`config.mk`:
```
export PLATFORM = sky130hd
export DESIGN_NAME = fwd_hazard_unit
export DESIGN_NICKNAME = d
export VERILOG_FILES = /design/src/rtl/fwd_pkg.sv /design/src/rtl/fwd_stage_tracker.sv /design/src/rtl/fwd_hazard_unit.sv
export SDC_FILE = /design/constraint.sdc
export NUM_CORES = 1
export LEC_CHECK = 0
export ABC_AREA = 0
export ABC_CLOCK_PERIOD_IN_PS = 2200
export CAP_MARGIN = 20
export CORE_MARGIN = 2
export CORE_UTILIZATION = 55
export CTS_CLUSTER_DIAMETER = 40
export CTS_CLUSTER_SIZE = 14
export DETAILED_ROUTE_END_ITERATION = 16
export DONT_BUFFER_PORTS = 1
export PLACE_DENSITY = 0.77
export SLEW_MARGIN = 25
export SYNTH_ARGS = -nofsm -noshare
export SYNTH_HDL_FRONTEND = slang
export SYNTH_SLANG_ARGS = --single-unit
```
`constraint.sdc`:
```
create_clock -name clk -period 2.2 [get_ports clk]
set_input_delay 0.66 -clock clk [delete_from_list [all_inputs] [get_ports clk]]
set_output_delay 0.66 -clock clk [all_outputs]
set_load 0.03 [all_outputs]
```
`src/rtl/fwd_pkg.sv`:
```
// rtl/fwd_pkg.sv - opcode table, stage record and decode for the forwarding/hazard unit
package fwd_pkg;

  localparam int OP_BITS = 6;
  localparam int MAXREGS = 8;
  localparam int IDXW    = 3;

  // opcode = {class[2:0], accumulator index[2:0]}
  localparam logic [2:0] CLS_LD  = 3'd0;
  localparam logic [2:0] CLS_LDC = 3'd1;
  localparam logic [2:0] CLS_ST  = 3'd2;
  localparam logic [2:0] CLS_ADD = 3'd3;
  localparam logic [2:0] CLS_SUB = 3'd4;
  localparam logic [2:0] CLS_AND = 3'd5;
  localparam logic [2:0] CLS_OR  = 3'd6;

  localparam logic [OP_BITS-1:0] LDA  = 6'o00;
  localparam logic [OP_BITS-1:0] LDB  = 6'o01;
  localparam logic [OP_BITS-1:0] LDCA = 6'o10;
  localparam logic [OP_BITS-1:0] LDCB = 6'o11;
  localparam logic [OP_BITS-1:0] STA  = 6'o20;
  localparam logic [OP_BITS-1:0] STB  = 6'o21;
  localparam logic [OP_BITS-1:0] ADDA = 6'o30;
  localparam logic [OP_BITS-1:0] ADDB = 6'o31;
  localparam logic [OP_BITS-1:0] SUBA = 6'o40;
  localparam logic [OP_BITS-1:0] SUBB = 6'o41;
  localparam logic [OP_BITS-1:0] ANDA = 6'o50;
  localparam logic [OP_BITS-1:0] ANDB = 6'o51;
  localparam logic [OP_BITS-1:0] ORA  = 6'o60;
  localparam logic [OP_BITS-1:0] ORB  = 6'o61;
  localparam logic [OP_BITS-1:0] ASLA = 6'o70;
  localparam logic [OP_BITS-1:0] ASRA = 6'o71;

  localparam logic [1:0] FWD_NONE  = 2'd0;
  localparam logic [1:0] FWD_EXMEM = 2'd1;
  localparam logic [1:0] FWD_MEMWB = 2'd2;

  typedef struct packed {
    logic            valid;
    logic [IDXW-1:0] dst_idx;
    logic            dst_we;
    logic            is_load;
  } stage_rec_t;

  typedef struct packed {
    logic [MAXREGS-1:0] src_mask;
    logic [IDXW-1:0]    dst_idx;
    logic               dst_we;
    logic               is_load;
  } dec_t;

  // Indices at or above nregs decode as unknown opcodes.
  function automatic dec_t decode(input logic [OP_BITS-1:0] op, input int nregs);
    dec_t       d;
    logic [2:0] cls;
    logic [2:0] idx;
    d   = '0;
    cls = op[5:3];
    idx = op[2:0];
    if (op == ASLA || op == ASRA) begin
      d.src_mask[0] = 1'b1;
      d.dst_we      = 1'b1;
    end else if (int'(idx) < nregs) begin
      case (cls)
        CLS_LD: begin
          d.dst_idx = idx;
          d.dst_we  = 1'b1;
          d.is_load = 1'b1;
        end
        CLS_LDC: begin
          d.dst_idx = idx;
          d.dst_we  = 1'b1;
        end
        CLS_ST: d.src_mask[idx] = 1'b1;
        CLS_ADD, CLS_SUB, CLS_AND, CLS_OR: begin
          d.src_mask[idx] = 1'b1;
          d.dst_idx       = idx;
          d.dst_we        = 1'b1;
        end
        default: ;
      endcase
    end
    return d;
  endfunction

endpackage

```
`src/rtl/fwd_stage_tracker.sv`:
```
// rtl/fwd_stage_tracker.sv - EX/MEM occupant shift register with bubble, hold and reset
module fwd_stage_tracker
  import fwd_pkg::*;
(
  input  logic       clk,
  input  logic       rst_n,
  input  logic       hold,
  input  logic       advance,
  input  stage_rec_t id_rec,
  output stage_rec_t ex_q,
  output stage_rec_t mem_q
);

  always_ff @(posedge clk or negedge rst_n) begin
    if (!rst_n) begin
      ex_q  <= '0;
      mem_q <= '0;
    end else if (!hold) begin
      mem_q <= ex_q;
      ex_q  <= advance ? id_rec : '0;
    end
  end

endmodule

```
`src/rtl/fwd_hazard_unit.sv`:
```
// rtl/fwd_hazard_unit.sv - operand forwarding selects, load-use stall and stall counter
module fwd_hazard_unit
  import fwd_pkg::*;
#(
  parameter int OPW   = 6,
  parameter int NREGS = 2,
  parameter int CNTW  = 16
) (
  input  logic               clk,
  input  logic               rst_n,
  input  logic               id_valid,
  input  logic [OPW-1:0]     id_opcode,
  input  logic               id_hold,
  input  logic               flush,
  output logic [2*NREGS-1:0] fwd_sel,
  output logic               stall,
  output logic [CNTW-1:0]    stall_count
);

  dec_t               id_dec;
  stage_rec_t         id_rec;
  stage_rec_t         ex_q;
  stage_rec_t         mem_q;
  logic               advance;
  logic [2*NREGS-1:0] fwd_next;
  logic               unused_bits;

  always_comb id_dec = decode(OP_BITS'(id_opcode), NREGS);

  assign stall = id_valid & ex_q.valid & ex_q.is_load & ex_q.dst_we
               & id_dec.src_mask[ex_q.dst_idx] & ~flush;
  assign advance = id_valid & ~stall & ~flush;

  assign id_rec = '{valid: 1'b1, dst_idx: id_dec.dst_idx,
                    dst_we: id_dec.dst_we, is_load: id_dec.is_load};
  assign unused_bits = mem_q.is_load;

  fwd_stage_tracker u_tracker (
    .clk     (clk),
    .rst_n   (rst_n),
    .hold    (id_hold),
    .advance (advance),
    .id_rec  (id_rec),
    .ex_q    (ex_q),
    .mem_q   (mem_q)
  );

  // The EX producer is newer than the MEM one, so it is tested first.
  always_comb begin
    fwd_next = '0;
    if (advance) begin
      for (int r = 0; r < NREGS; r++) begin
        if (id_dec.src_mask[r] && ex_q.valid && ex_q.dst_we && !ex_q.is_load
            && ex_q.dst_idx == IDXW'(r))
          fwd_next[2*r +: 2] = FWD_EXMEM;
        else if (mem_q.valid && mem_q.dst_we && mem_q.dst_idx == IDXW'(r))
          fwd_next[2*r +: 2] = FWD_MEMWB;
      end
    end
  end

  always_ff @(posedge clk or negedge rst_n) begin
    if (!rst_n) begin
      fwd_sel     <= '0;
      stall_count <= '0;
    end else if (!id_hold) begin
      fwd_sel <= fwd_next;
      if (stall && stall_count != '1)
        stall_count <= stall_count + CNTW'(1);
    end
  end

endmodule

```
Yosys cells after proc, flatten, opt, wreduce, memory -nomap -nowiden:

Index checks and enable logic that the tools add are counted.

* input bits: 11
* word-level logic and storage cells: 75
* bits in registers: 31

* equal/unequal tests: 11
* add/sub/neg operators: 1
* bitwise operators: 10
* $lt $le $gt $ge: 4
* muxes and demuxes: 19
* reduce and logical (&&, ||, !) cells: 21

Operator list (number)
* adder 16 x 1 -> 16 bit (second input constant): 1
* inequality test 16 bit (second input constant): 1
* logical AND 1 bit: 13
* 2-to-1 mux 13 bit: 1
* equality test 6 bit (second input constant): 2
* equality test 3 x 1 -> 1 bit (second input constant): 3
* equality test 3 bit (second input constant): 3
* zero test 3 bit: 3
* < comparator 3 x 4 -> 1 bit (second input constant): 2
* 2-to-1 mux 2 bit: 4
* 2-to-1 mux 4 bit: 2
* 2-to-1 mux 8 bit: 1
* AND 1 bit: 7
* 2-to-1 mux 7 bit: 1
* equality test 3 x 2 -> 1 bit (second input constant): 2
* 2-to-1 mux 1 bit: 6
* 2-to-1 mux 6 bit: 1
* OR reduction 6 bit: 1
* OR reduction 5 bit: 1
* binary-select mux 1 bit (select 3 bit): 1
* demux 1 bit (select 3 bit): 1
* greater-or-equal comparator 3 x 1 -> 1 bit (second input constant): 1
* < comparator 3 x 2 -> 1 bit (second input constant): 1
* 2-to-1 mux 3 bit: 1
* 4 further kinds: 6

Depth between registers and ports, before layout:

Gate-level depths: netlist of the first run.

* depth in word-level cells: 15
* gate-level depth with buffers: 7
* gate-level depth less buffers: 6

Hierarchy:

A second synthesis of the first run with hierarchy kept.

* cell total of the unflattened synthesis: 154
* area, all modules: 1691.6 µm²

Modules (own cells, without submodules)
* fwd_hazard_unit: times used 1, cells each 116, area an instance 1179.9 µm², seq. area each 500.5 µm²
* fwd_stage_tracker: times used 1, cells each 38, area an instance 511.7 µm², seq. area each 300.3 µm²

Worst setup path after synthesis of the first run:

OpenSTA, ideal clock, no wires.

* path type: input to output
* start: input port id_opcode[5]
* end: output port stall
* setup slack: -0.429 ns
* cell stages on the path: 4
* arrival time: 1.969 ns
* cell sequence: and4_1 > a211o_1 > or3b_1 > nor2_1

* longest elaborated chain between the ends: 9
* elaborated cells between the ends (all ways): 17

RTL lines
* start, declared: RTL line fwd_hazard_unit.sv:12 `input logic [OPW-1:0] id_opcode,`
* equality test 3 x 2 -> 1 bit or equality test 3 bit (tied branches): RTL line fwd_pkg.sv:64 `case (cls)`
* OR reduction 5 bit (no line)
* 2-to-1 mux 8 bit
* 2-to-1 mux 13 bit: RTL line fwd_pkg.sv:63 `end else if (int'(idx) < nregs) begin`
* 2-to-1 mux 1 bit or 2-to-1 mux 7 bit (tied branches): RTL line fwd_pkg.sv:60 `if (op == ASLA || op == ASRA) begin`
* binary-select mux 1 bit (select 3 bit) (*): RTL line fwd_hazard_unit.sv:31 `& id_dec.src_mask[ex_q.dst_idx] & ~flush;`
* 2-to-1 mux 1 bit (implied by the code) (*): RTL line fwd_hazard_unit.sv:31
* AND 1 bit (*) (2 in a row): RTL line fwd_hazard_unit.sv:31
* end, declared: RTL line fwd_hazard_unit.sv:16 `output logic stall,`

Every way passes the cells marked *; elsewhere a longest branch is shown, timed or not. The select of a mux whose other input is x is not followed.

Final worst setup path of the first run:

* start: register u_tracker.ex_q[4] (netlist name)
* end: output port stall

* longest elaborated chain between the ends: 4

RTL lines (RTL line)
* binary-select mux 1 bit (select 3 bit): fwd_hazard_unit.sv:31
* 2-to-1 mux 1 bit (implied by the code): fwd_hazard_unit.sv:31
* AND 1 bit (2 in a row): fwd_hazard_unit.sv:31

Every way passes these cells. The select of a mux whose other input is x is not followed.

==> flow_metrics.py, run 1 <==
metrics = {
    "yosys": {
        "synth-edff-count": 0,
        "syn_area_mm2": 0.00150,
        "yosysTopAreaCellShare_pct": 51.8,
        "synth_area_per_cell_um2": 11.3,
        "async_flop_share_pct": 100,
        "synth_most_common_cell": "dfrtp_1",
        "synth_flop_cell": "dfrtp_1",
        "synth_area_leaders": "dfrtp_1, xnor2_1, mux2_2",
        "ys_top_cells_by_count": "dfrtp_1, nand2_1, xnor2_1",
        "yosysWarnings": 0,
        "syn-instance-count": 133,
        "synth_seq_area_share_pct": 51.8,
        "yosys_register_bits": 31,
        "synth_area_leader_cell": "dfrtp_1",
        "synth_cell_types": 38,
        "synthesis.nets": 145,
    },
    "power": {
        "ir_drop_mv": 0.491,
        "powerDensity_mw_per_mm2": 554,
        "power_uw": 998,
        "p_leak_nw": 0.835,
    },
    "worst_setup_path": {
        "crit_fanout": 2,
        "critPathMaxStageDelay_ns": 0.44,
        "crit_type": "reg -> out",
        "end_kind": "primary output",
        "start_kind": "flip-flop",
        "reg2reg_depth": 7,
        "rrSetupSlack_ns": 0.23,
        "arrival_ns": 1.83,
        "cp_cell_sequence": "and4bb_2 > o211ai_1 > or3b_4 > nor2_4",
        "crit_slowest_cell": "or3b_4",
        "crit_required_ns": 1.54,
    },
    "floorplan": {
        "num_rows": 18,
        "core_mm2": 0.00252,
        "die_h_um": 56.2,
        "die_w_um": 56.2,
        "ios": 32,
        "dieArea_mm2": 0.00316,
        "initial_core_util_pct": 59.4,
    },
    "clock_tree": {
        "cts_resized": 0,
        "numCtsBuffers": 5,
        "htree_levels": 2,
        "clkSinkCount": 31,
        "worstSkewPairLatency_ns": 0.33,
        "clkTransAtPathRegs_ns": 0.09,
        "clock_path_buffers": 2,
        "cts_tree": "done",
        "clock-root-buffer": "clkbuf_4",
    },
    "global_routing": {
        "grt_antenna_before_repair": 0,
        "grt_max_degree": 32,
        "grt_pass1_wl_um": 5370,
        "grt_pass1_vias": 1153,
        "grt_usage_pct": 22.2,
        "grt-ovfl-total": 0,
    },
    "sta": {
        "timing.final.ws_setup_ns": -0.289,
        "max-slew-margin-rel_pct": 65.1,
        "slew_viol_final": 0,
        "rsz0062_at_grt": "yes",
        "fin_skew_ns": 0.00400,
        "setup_viol": 1,
        "fin_crit_sh_pct": 113,
        "hold_viol_final": 0,
        "worst_pin_slew_ns": 0.510,
        "min_period_ns": 2.49,
        "fmax_mhz": 402,
    },
    "layout": {
        "nFillCells": 179,
        "drive_above_1_share_pct": 30.1,
        "diodes": 0,
        "fin_area_mm2": 0.00180,
        "area_growth_pct": 20.2,
        "nNetsFinal": 174,
    },
    "worst_hold_path": {
        "hold_path.class": "in -> async",
    },
    "place": {
        "port_buffers": 0,
        "gp_congestion": 0.912,
        "dp_hpwl_um": 2300,
        "dpl_cell_area_mm2": 0.00167,
    },
    "detailed_routing": {
        "drt-pass1-iter-count": 4,
        "via_per_inst": 5.83,
        "drc": 0,
        "vias": 1126,
        "postRouteAntennaNets": 0,
        "wl_per_cell_um": 16.5,
        "drt-initial-drc-count": 35,
        "wirelength_um": 3190,
    },
    "run": {
        "cap_violations": 0,
    },
    "outcome": {
        "status": "finished with violations",
        "violations": "setup timing",
    },
}
==> layout by cell type, fill, tap and decap left out, types with 2 or more instances in the layout <==
cell type and count:
nand4_1 8, dfrtp_1 31, nand2_1 16, mux2_2 7, nand3_2 4, clkbuf_4 5
inv_1 4, buf_4 23, o21ai_0 3, nor2_1 8, nor2b_1 2, and2_1 2
nand3_1 5, buf_12 2, clkbuf_8 2, a32o_1 2, xnor2_1 11, o41ai_1 2
and4_1 3
==> report_power, final <==
group / total (mW) / switching (mW) / internal (mW)
Clock: 0.376 / 0.188 / 0.188
Combinational: 0.0426 / 0.0232 / 0.0195
Sequential: 0.579 / 0.00378 / 0.575
Total: 0.998 / 0.215 / 0.782
==> critical path: cells and delay by family, from the launching register on <==
family	cells	cell delay [ns]
and+or+nand+nor	3	1.00
DFF	1	0.39
AOI/OAI and AO/OA	1	0.12
==> sequential cells by signal, indices dropped and copies added, names as in the netlist <==
| name | flops |
|---|---|
| u_tracker.mem_q | 5 |
| stall_count | 16 |
| u_tracker.ex_q | 6 |
| fwd_sel | 4 |
==> stage by stage <==
stage / hold slack, ns / setup slack, ns / TNS (ns) / cells / utilization [%]
2_1_floorplan: 0.364 / -0.173 / -0.173 / 133 / -
3_3_place_gp: 0.365 / -0.159 / -0.159 / 179 / 66.4
3_5_place_dp: 0.365 / -0.177 / -0.177 / 179 / 66.4
4_1_cts: 0.000950 / -0.263 / -0.263 / 190 / 70.0
5_1_grt: 0.135 / -0.348 / -0.348 / 193 / 71.4
6_report: 0.146 / -0.289 / -0.289 / 193 / 71.4
==> area by class of cell <==
cell class,count,area (um^2),share of cell area (%)
Timing Repair Buffer,25,213,11.8
Clock buffer,8,68.8,3.82
Inverter,4,15.0,0.834
Multi-Input combinational cell,95,691,38.4
Tap cell,30,37.5,2.08
Sequential cell,31,776,43.1
==> repair_timing <==
action | CTS | global route
endpoints found under the hold margin | 0 | 31
pin swaps | 5 | 4
hold buffers | 0 | 1
buffers inserted | 3 | 2
setup endpoints to repair | 1 | 1
cloned | 0 | 0
==> final timing paths <==
path | startpoint | endpoint
worst max-delay path | u_tracker.ex_q[4] | stall
worst min-delay path | rst_n | u_tracker.ex_q[0]
worst max register to register | u_tracker.ex_q[2] | stall_count[1]
worst min register to register | u_tracker.ex_q[5] | u_tracker.ex_q[5]
max in group asynchronous | rst_n | stall_count[6]
min in group clk | id_hold | u_tracker.ex_q[0]
==> kinds of logic after synthesis <==
kind of cell / Yosys count / synth area share, %
and+or+nand+nor: 60 / 24.1
DFF: 31 / 51.8
AOI/OAI and AO/OA: 14 / 7.19
xor gates and xnor gates: 13 / 8.10
buffers and inverters: 7 / 2.76
muxes: 7 / 5.26
adders and majority gates: 1 / 0.835
==> metal layers <==
layer | GRT usage, % | vias up | share of wire (%)
met4 | 8.16 | 0 | 1.9
li1 | - | 543 | -
met3 | 8.84 | 10 | 7.1
met1 | 29.4 | 530 | 45
met2 | 32.8 | 43 | 46
met5 | 0 | - | 0
Note: power is estimated with default switching activity, not from simulation.
==> inputs of run 2 (changes only) <==
--- a/config.mk
+++ b/config.mk
@@ -8,7 +8,7 @@
 export ABC_AREA = 0
 export ABC_CLOCK_PERIOD_IN_PS = 2200
 export CAP_MARGIN = 20
-export CORE_MARGIN = 2
+export CORE_MARGIN = 10
 export CORE_UTILIZATION = 55
 export CTS_CLUSTER_DIAMETER = 40
 export CTS_CLUSTER_SIZE = 14
@@ -18,4 +18,5 @@
 export SLEW_MARGIN = 25
 export SYNTH_ARGS = -nofsm -noshare
 export SYNTH_HDL_FRONTEND = slang
+export SYNTH_HIERARCHICAL = 1
 export SYNTH_SLANG_ARGS = --single-unit
==> run 2 against run 1 <==
Against the previous run: the flow still finishes with violations (setup timing); register-to-register slack better by 0.09 ns; flip-flop and latch count unchanged; non-clock buffer count is 2 higher; worst hold slack better by 0.26 ns; final cell count up 11%; critical path depth up 1; total power decreased by 3.2%; maximum frequency grew 8.0%; sequential share of layout area down 2.8 points; via count rose by 11%; core utilization shrank 2.7 points.
==> flow_metrics.py, run 2 <==
metrics = {
    "outcome": {
        "status": "finished with violations",
        "violations": "setup timing",
    },
    "global_routing": {
        "grt_usage_pct": 12.7,
        "grt_pass1_wl_um": 5430,
        "grt_max_degree": 27,
        "grt-ovfl-total": 0,
        "grt_antenna_before_repair": 0,
        "grt_pass1_vias": 1135,
    },
    "sta": {
        "rsz0062_at_grt": "yes",
        "worst_pin_slew_ns": 0.745,
        "max-slew-margin-rel_pct": 50.1,
        "fin_skew_ns": 0.00380,
        "hold_viol_final": 0,
        "timing.final.ws_setup_ns": -0.103,
        "timing.setup.tns_ns": -0.103,
        "hold_ws_ns": 0.401,
        "fin_crit_sh_pct": 105,
        "slew_viol_final": 0,
        "setup_viol": 1,
        "fmax_mhz": 434,
        "min_period_ns": 2.30,
    },
    "yosys": {
        "synth_area_per_cell_um2": 10.9,
        "yosysWarnings": 6,
        "syn-instance-count": 152,
        "syn_area_mm2": 0.00165,
    },
    "detailed_routing": {
        "wl_per_cell_um": 16.6,
        "drt-initial-drc-count": 77,
        "via_per_inst": 5.82,
        "vias": 1245,
        "wirelength_um": 3560,
        "postRouteAntennaNets": 0,
        "drt-pass1-iter-count": 4,
        "drc": 0,
    },
    "clock_tree": {
        "clkTransAtPathRegs_ns": 0.09,
        "post_cts_buffers": 0,
        "cts_tree": "done",
        "clock_path_buffers": 2,
        "worstSkewPairLatency_ns": 0.33,
        "clkSinkCount": 31,
        "htree_levels": 2,
        "clock-root-buffer": "clkbuf_4",
        "numCtsBuffers": 5,
    },
    "worst_setup_path": {
        "cp_cell_sequence": "ha_4 > nand2b_1 > a311o_1 > a21oi_4 > buf_12",
        "arrival_ns": 1.64,
        "crit_fanout": 10,
        "end_kind": "primary output",
        "start_kind": "input port",
        "critPathMaxStageDelay_ns": 0.33,
        "crit_required_ns": 1.54,
        "crit_slowest_cell": "a311o_1",
        "cp.buffers_inverters": 1,
        "cp_top_family": "compound AO/OA/AOI/OAI gates",
        "crit_type": "in -> out",
    },
    "layout": {
        "layout_commonest_cell": "dfrtp_1",
        "nNetsFinal": 195,
        "diodes": 0,
        "top_regs": "stall_count x16, u_tracker/ex_q x6, u_tracker/mem_q x5",
        "utilization_pct": 68.7,
        "finalNonFillerCells": 214,
        "largest_reg_flops": 16,
        "top_register": "stall_count",
        "final_cell_mix": "dfrtp_1, buf_4, nand2_1, xnor2_1, nand4_1",
        "area_growth_pct": 16.7,
        "drive_above_1_share_pct": 27.9,
    },
    "floorplan": {
        "core_mm2": 0.00281,
        "initial_core_util_pct": 58.9,
        "die_w_um": 74.8,
        "die_h_um": 74.8,
        "ios": 32,
        "dieArea_mm2": 0.00560,
        "num_rows": 19,
    },
    "run": {
        "cap_violations": 0,
    },
    "worst_hold_path": {
        "hold_path.class": "in -> reg",
    },
    "power": {
        "ir_drop_mv": 0.355,
        "p_leak_nw": 0.884,
        "power_uw": 966,
        "powerDensity_mw_per_mm2": 501,
    },
    "place": {
        "gp_congestion": 0.830,
        "port_buffers": 0,
        "place_inst": 204,
        "dp_hpwl_um": 2710,
    },
}
[run 2: cell count changes in the layout (fill, tap and decap cells not counted), moves of 4 or more]
cell	delta
mux2_4	+6
o21ai_2	+4
and3_1	+4
nand2b_1	+4
inv_1	-4
nand3_2	-4
mux2_2	-6
[run 2: final timing paths]
kind / from / end / slack [ns] / cells after the start
worst max-delay path: id_opcode[5] / stall / -0.10 / 5
worst min-delay path: id_hold / u_tracker/ex_q[5] / 0.40 / 1
worst max register to register: stall_count[0] / stall_count[1] / 0.32 / 6
worst min register to register: u_tracker/ex_q[3] / u_tracker/ex_q[3] / 0.51 / 2
max in group asynchronous: rst_n / stall_count[9] / 0.91 / 1
min in group asynchronous: rst_n / u_tracker/mem_q[2] / 0.78 / 1
[run 2: final cells by class]
class,instances,area (um^2)
Clock inverter,1,5.00
Tap cell,31,38.8
Multi-Input combinational cell,117,842
Clock buffer,7,45.0
Timing Repair Buffer,27,220
Sequential cell,31,776
Fill cell,216,878
[run 2: power breakdown]
part           total [mW]  switching (mW)  internal (mW)
combinational      0.0699          0.0344         0.0355
sequential          0.585         0.00655          0.579
clock               0.311           0.186          0.124
total               0.966           0.227          0.738
[run 2: worst reg2reg max path: stages, from the launching register on]
cell and delay (ns):
dfrtp_1 0.40, ha_1 0.23, nand2_1 0.11, nor4_1 0.06
a21oi_1 0.39, and2_2 0.25, mux2_2 0.34
[run 2: through the flow]
| step | instance area (um^2) | worst slack [ns] |
|---|---|---|
| after floorplan | 1670 | -0.183 |
| after global placement | 1860 | -0.0622 |
| after detailed placement | 1860 | -0.0951 |
| after CTS | 1920 | -0.100 |
| after global routing | 1930 | -0.143 |
| final | 1930 | -0.103 |
[run 2: layer usage]
layer	track usage, %	routed length (um)	up-vias
met3	6.04	288	11
met2	18.1	1640	33
li1	-	-	607
met1	15.9	1560	594
met5	0	0	-
met4	5.88	78	0
[run 2: what timing repair did]
item,in CTS,in global routing
hold endpoints to repair,17,14
gates resized for setup,0,0
setup endpoints to repair,1,1
hold buffers,1,1
